**config.mk**
```make
export PLATFORM = sky130hd
export DESIGN_NAME = drain_collector
export DESIGN_NICKNAME = d
export VERILOG_FILES = /design/src/rtl/drain_collector.sv
export SDC_FILE = /design/constraint.sdc
export NUM_CORES = 1
export LEC_CHECK = 0
export CAP_MARGIN = 20
export CORE_MARGIN = 5
export CORE_UTILIZATION = 33
export DETAILED_ROUTE_END_ITERATION = 12
export SLEW_MARGIN = 15
export SYNTH_ARGS = -nofsm -noshare
export SYNTH_HDL_FRONTEND = slang
export SYNTH_SLANG_ARGS = --single-unit
```
**constraint.sdc**
```tcl
create_clock -name clk -period 8.9 [get_ports clk]
set_clock_uncertainty 0.1 [all_clocks]
set_input_delay 1.78 -clock clk [delete_from_list [all_inputs] [get_ports clk]]
set_output_delay 1.78 -clock clk [all_outputs]
set_load 0.1 [all_outputs]
```
**src/rtl/drain_collector.sv**
```systemverilog
// rtl/drain_collector.sv - systolic drain collector: buffers drained results and writes them to consecutive addresses
module drain_collector #(
    parameter int DATA_WIDTH     = 8,
    parameter int SYS_ARRAY_SIZE = 2,
    parameter int ADDR_WIDTH     = 64,
    parameter int FIFO_DEPTH     = 4
) (
    input  logic                  clk,
    input  logic                  rst,
    input  logic                  drain_en,
    input  logic [ADDR_WIDTH-1:0] c_addr,
    input  logic [DATA_WIDTH:0]   drain_in,
    output logic                  drain_ready,
    output logic                  mem_wr_valid,
    output logic [ADDR_WIDTH-1:0] mem_wr_addr,
    output logic [DATA_WIDTH-1:0] mem_wr_data,
    input  logic                  mem_wr_ready,
    output logic                  busy,
    output logic                  done,
    output logic                  overflow
);
    localparam int NUM_ELEMS = SYS_ARRAY_SIZE * SYS_ARRAY_SIZE;
    localparam int CNT_W     = $clog2(NUM_ELEMS + 1);
    localparam int PTR_W     = $clog2(FIFO_DEPTH);
    localparam int BYTES     = DATA_WIDTH / 8;

    localparam logic [CNT_W-1:0] NUM_C   = CNT_W'(NUM_ELEMS);
    localparam logic [PTR_W:0]   DEPTH_C = (PTR_W + 1)'(FIFO_DEPTH);

    typedef enum logic [1:0] {
        ST_IDLE,
        ST_DRAIN,
        ST_FLUSH,
        ST_DONE
    } state_t;

    state_t                  state_q, state_d;
    logic [ADDR_WIDTH-1:0]   base_q, base_d;
    logic [CNT_W-1:0]        rx_cnt_q, rx_cnt_d;
    logic [CNT_W-1:0]        wr_cnt_q, wr_cnt_d;
    logic                    overflow_q, overflow_d;
    logic [DATA_WIDTH-1:0]   fifo_q [FIFO_DEPTH];
    logic [DATA_WIDTH-1:0]   fifo_d [FIFO_DEPTH];
    logic [PTR_W-1:0]        rd_ptr_q, rd_ptr_d;
    logic [PTR_W-1:0]        wr_ptr_q, wr_ptr_d;
    logic [PTR_W:0]          count_q, count_d;

    logic                    in_enable;
    logic [DATA_WIDTH-1:0]   in_data;
    logic                    push;
    logic                    pop;

    // drain_data_t packs {data, enable}: enable sits in the LSB
    assign in_enable = drain_in[0];
    assign in_data   = drain_in[DATA_WIDTH:1];

    assign drain_ready  = (state_q == ST_DRAIN) && (count_q < DEPTH_C);
    assign mem_wr_valid = (count_q != '0);
    assign mem_wr_data  = fifo_q[rd_ptr_q];
    assign mem_wr_addr  = base_q + ADDR_WIDTH'(wr_cnt_q) * ADDR_WIDTH'(BYTES);
    assign busy         = (state_q == ST_DRAIN) || (state_q == ST_FLUSH);
    assign done         = (state_q == ST_DONE);
    assign overflow     = overflow_q;

    assign push = in_enable && drain_ready;
    assign pop  = mem_wr_valid && mem_wr_ready;

    always_comb begin
        state_d    = state_q;
        base_d     = base_q;
        rx_cnt_d   = rx_cnt_q;
        wr_cnt_d   = wr_cnt_q;
        overflow_d = overflow_q;
        fifo_d     = fifo_q;
        rd_ptr_d   = rd_ptr_q;
        wr_ptr_d   = wr_ptr_q;
        count_d    = count_q;

        if (pop) begin
            rd_ptr_d = rd_ptr_q + PTR_W'(1);
            wr_cnt_d = wr_cnt_q + CNT_W'(1);
        end
        if (push) begin
            fifo_d[wr_ptr_q] = in_data;
            wr_ptr_d         = wr_ptr_q + PTR_W'(1);
            rx_cnt_d         = rx_cnt_q + CNT_W'(1);
        end
        case ({push, pop})
            2'b10:   count_d = count_q + (PTR_W + 1)'(1);
            2'b01:   count_d = count_q - (PTR_W + 1)'(1);
            default: count_d = count_q;
        endcase

        case (state_q)
            ST_IDLE: begin
                if (drain_en) begin
                    base_d     = c_addr;
                    rx_cnt_d   = '0;
                    wr_cnt_d   = '0;
                    overflow_d = 1'b0;
                    state_d    = ST_DRAIN;
                end
            end
            ST_DRAIN: begin
                if (in_enable && !drain_ready) begin
                    overflow_d = 1'b1;
                end
                if (push && (rx_cnt_d == NUM_C)) begin
                    state_d = ST_FLUSH;
                end
            end
            ST_FLUSH: begin
                // look at post-pop values so done lands the cycle after the last write
                if ((count_d == '0) && (wr_cnt_d == NUM_C)) begin
                    state_d = ST_DONE;
                end
            end
            ST_DONE: begin
                state_d = ST_IDLE;
            end
            default: begin
                state_d = ST_IDLE;
            end
        endcase
    end

    always_ff @(posedge clk or posedge rst) begin
        if (rst) begin
            state_q    <= ST_IDLE;
            base_q     <= '0;
            rx_cnt_q   <= '0;
            wr_cnt_q   <= '0;
            overflow_q <= 1'b0;
            rd_ptr_q   <= '0;
            wr_ptr_q   <= '0;
            count_q    <= '0;
            for (int i = 0; i < FIFO_DEPTH; i++) begin
                fifo_q[i] <= '0;
            end
        end else begin
            state_q    <= state_d;
            base_q     <= base_d;
            rx_cnt_q   <= rx_cnt_d;
            wr_cnt_q   <= wr_cnt_d;
            overflow_q <= overflow_d;
            rd_ptr_q   <= rd_ptr_d;
            wr_ptr_q   <= wr_ptr_d;
            count_q    <= count_d;
            fifo_q     <= fifo_d;
        end
    end
endmodule

```
== Yosys cells after proc, flatten, opt, wreduce, memory -nomap -nowiden ==
Cells that the tools add are included.

* ROM bits: 0
* Input port bits: 77
* Memories: 0
* Word-level logic and storage cells: 72
* Output and inout port bits: 77
* Register bits: 112
* RAM bits: 0
* Bits in latches: 0

* Bitwise operators: 2
* $lt $le $gt $ge: 4
* Equal/unequal tests: 11
* Add/sub/neg operators: 7
* Mux-type cells: 20
* Reduce and logical (&&, ||, !) cells: 16
* Multiply operators: 0
* Shift-type cells: 0
* Divide/modulo/power cells: 0

{| class="wikitable"
|+ Operators with widths
! kind !! count
|-
| adder 64 x 3 -> 64 bit || 1
|-
| bitwise mux 32 bit || 1
|-
| 2-to-1 mux 8 bit || 3
|-
| 2-to-1 mux 3 bit || 6
|-
| binary-select mux 8 bit (select 2 bit) || 1
|-
| demux 8 bit (select 2 bit) || 1
|-
| adder 3 x 1 -> 3 bit (second input constant) || 3
|-
| one-hot mux 2 bit (4 select lines) || 1
|-
| logical AND 1 bit || 7
|-
| == test 2 bit (second input constant) || 3
|-
| == test 3 bit (second input constant) || 2
|-
| greater-or-equal comparator 3 bit (second input constant) || 2
|-
| 2-to-1 mux 2 bit || 3
|-
| inequality test 2 x 1 -> 1 bit (second input constant) || 3
|-
| NOT 2 -> 3 bit || 2
|-
| one-hot mux 3 bit (2 select lines) || 1
|-
| AND reduction 3 bit || 2
|-
| adder 2 x 1 -> 2 bit (second input constant) || 2
|-
| == test 2 x 1 -> 1 bit (second input constant) || 2
|-
| zero test 3 bit || 1
|-
| less-than comparator 3 x 1 -> 1 bit (second input constant) || 1
|-
| less-than comparator 3 bit (second input constant) || 1
|-
| nonzero test 3 bit || 1
|-
| subtractor 3 x 1 -> 3 bit (second input constant) || 1
|-
| other kinds (8) || 9
|}

== Depth between registers and ports, before layout ==
* Depth in word-level cells: 9
* Gate-level depth with buffers: 13
* Depth with buffers taken out: 12

== Least setup slack after synthesis ==
Ideal clock, no wire load.

* Path type: flip-flop to output port
* Start point: register wr_cnt_q[2]
* End point: output mem_wr_addr[41]
* Path buffers: 0
* Data arrival time: 3.660 ns
* Required time: 7.020 ns
* Cell stages (with the launch flop): 7
* Path slack: 3.360 ns
* Cell sequence: dfrtp_1 -> ha_1 -> or2_2 -> o211ai_1 -> nor4_4 -> or3b_2 -> xnor2_1

* Cells in the longest elaborated chain, start to end: 1

{| class="wikitable"
|+ Ends and longest elaborated chain
! element !! line !! source
|-
| start: declaration || 40 || <nowiki>logic [CNT_W-1:0] wr_cnt_q, wr_cnt_d;</nowiki>
|-
| start signal: assignment || 144 || <nowiki>wr_cnt_q <= wr_cnt_d;</nowiki>
|-
| adder 64 x 3 -> 64 bit || 60 || <nowiki>assign mem_wr_addr = base_q + ADDR_WIDTH'(wr_cnt_q) * ADDR_WIDTH'(BYTES);</nowiki>
|-
| end: declaration || 15 || <nowiki>output logic [ADDR_WIDTH-1:0] mem_wr_addr,</nowiki>
|}

No other way between the ends.

== Worst setup path after layout ==
* Start point: register wr_cnt_q[0]
* End point: output mem_wr_addr[52]

The elaborated chain is that of the path after synthesis.

==> metrics.txt <==
Min Clock Period, post-route 6.02 ns; Top FF cell, synth dfrtp_1; H-Tree Level Count 3; 1st-iter DRT viols 126; Mapped Area 0.00614 sq mm; row count 49; Reg-to-Reg End state_q[1]$_DFFE_PP0P_; fmax 166 MHz; Crit Path Category reg2out; crit-path max cell delay 1.18 ns; die area 0.0214 sq mm; largest net degree at the start of global routing 79; core box area 0.0181 sq mm; Rel. slew slack 30.1%; Via Count 4,909; Hold WC Path Type reg2reg; Port Buf Inserts 153; R2R cell count 12; Req. time, crit path 7.02 ns; Synth area leaders dfrtp_1 46%, nand2_1 13%, xnor2_1 7.6%; Die X 146 um; DRT Pass-1 Iters 4; cell at the slowest stage of the critical path clkdlybuf4s50_1; initial antenna violation count 1; Max-cap violations 0; layout cells sized above 1 10.2%; Post-synth ARST share 100%; Mapped Cells 641; GRT Residual Overflow 0; Seq/Total Area, Yosys 45.6%; Critical path origin wr_cnt_q[0]$_DFF_PP0_; Synth area leader dfrtp_1; synth cell count leaders 212 x nand2_1, 112 x dfrtp_1, 53 x xnor2_1; nets@finish 883; Post-Syn Nets 735; critical-path cell list ha_1 > inv_1 > fa_1 > nor2b_1 > o2111ai_1 > nor2_1 > nand4b_1 > xnor2_1 > clkdlybuf4s50_1; Post-synth EDFFs 0; later-pin clock latency in the skew report 0.35 ns; RSZ-0062 raised after global routing false; # setup viols final 0; All-Layer GR Usage 15.2%; Slew Limit Fails 0; cell family with most CP delay buffers and inverters; wire per inst 16.0 um; share of Yosys cell area claimed by the top area cell type 45.6%; WP depth 9; fin crit share 67.6%; DRC 0; Layout area overhead 34.2%; crit path buf inv count 2; most frequent cell after synthesis nand2_1; outcome complete, no violations; # IOs 154; Synthesis Warnings 0; Longest Clk Path Bufs 2; Clock Tree Root clkbuf_16; buffer count from post-CTS setup fixing 0; startpoint types register; Worst-Margin Slew 1.05 ns; Avg Synthesized Cell Area 9.58 sq um; Worst-path clk slew 0.08 ns; vias in the first global route 4,881; Setup TNS Final 0 ns; worst r2r src state_q[1]$_DFFE_PP0P_; dpl hpwl 12.0 mm; crit path to mem_wr_addr[52]; Routed WL 16.3 mm; synth unique cells 51; Worst Path Arrival 4.14 ns; die height 146 um; crit path max fanout 6; routability cong. 0.757; final hold viol count 0; Vias/cell 4.79; Yosys reg bits 112; Final ANT Viol Nets 0; clock sink total 112; number of buffers created by CTS 9; CTS tree built; CTS resizes 0; crit end category primary output; first-pass GRT wire length 26.5 mm; Initial Utilization 33.8%; internal reg-to-reg setup slack 5.56 ns; hold buffer count at CTS 0
-- worst min path at each step --
stage	start	depth (start not counted)	to
floorplan	base_q[0]$_DFFE_PP0P_	2	base_q[0]$_DFFE_PP0P_
global placement	base_q[2]$_DFFE_PP0P_	2	base_q[2]$_DFFE_PP0P_
detailed placement	base_q[0]$_DFFE_PP0P_	2	base_q[0]$_DFFE_PP0P_
CTS	base_q[0]$_DFFE_PP0P_	2	base_q[0]$_DFFE_PP0P_
global route	base_q[0]$_DFFE_PP0P_	2	base_q[0]$_DFFE_PP0P_
finish	base_q[0]$_DFFE_PP0P_	2	base_q[0]$_DFFE_PP0P_
-- cells by family after synthesis --
group / after synthesis / share of synthesized area (%)
DFF: 112 / 45.6
xor gates and xnor gates: 75 / 10.7
and+or+nand+nor: 325 / 25.2
AOI/OAI and AO/OA: 26 / 2.69
buffers and inverters: 44 / 2.87
adders and majority gates: 17 / 3.71
muxes: 42 / 9.15
-- registers in the layout, summed over array words and instances (netlist names) --
register and flops:
rx_cnt_q 3, rd_ptr_q 2, count_q 3, wr_cnt_q 3
state_q 2, wr_ptr_q 2, fifo_q 32, overflow 1
base_q 64
-- tightest hold or removal path, delay by kind of cell, from the launching register on --
| family | cells | cell delay (ns) |
|---|---|---|
| flops | 1 | 0.35 |
| simple gates | 2 | 0.10 |
-- per-stage QoR --
step	instances	util [%]	cell area [sq um]	worst slack, ns	hold WS, ns
after floorplan	641	-	6140	3.36	0.352
after global placement	1007	43.6	7910	3.35	0.375
after detailed placement	1007	43.6	7910	3.25	0.370
after CTS	1023	45.4	8240	2.82	0.391
after global routing	1024	45.4	8240	2.65	0.405
final	1024	45.4	8240	2.88	0.389
-- routing by layer --
metal  vias up  global-route usage [%]  part of all wire (%)
met5         -                       0                     0
met3         7                    3.75                   6.0
met1      2355                    20.9                    47
met2       112                    24.5                    47
met4         0                    3.34                  0.52
li1       2435                       -                     -
-- cells in the final DEF (no fill, tap or decap), types with 2 or more instances in the layout --
cell,count
inv_1,22
nand3_1,20
buf_4,5
clkdlybuf4s50_1,153
a21oi_1,4
and4_1,5
xor2_1,22
nor3_2,3
nor2_1,25
o21ai_0,11
clkbuf_16,9
nor2b_1,3
clkinv_8,3
nor3_1,3
fa_1,2
mux4_2,8
ha_1,15
xnor2_1,53
dfrtp_1,112
nor4_1,4
mux2_2,33
or2_2,2
a31oi_1,2
nand4_2,2
nor4_4,3
or4_4,2
nand4b_1,2
and2_1,2
nand2_1,211
nand4_1,20
and3_1,6
-- final cells by class --
type | count | area (sq um)
Antenna cell | 1 | 2.50
Clock buffer | 9 | 225
Clock inverter | 7 | 103
Fill cell | 1737 | 9900
Inverter | 23 | 88.8
Multi-Input combinational cell | 485 | 3170
Sequential cell | 112 | 2800
Tap cell | 229 | 287
Timing Repair Buffer | 158 | 1570
Power is left out: the tool's default activity adds up to more than one toggle a clock period on the data nets, which glitch-free logic cannot reach.
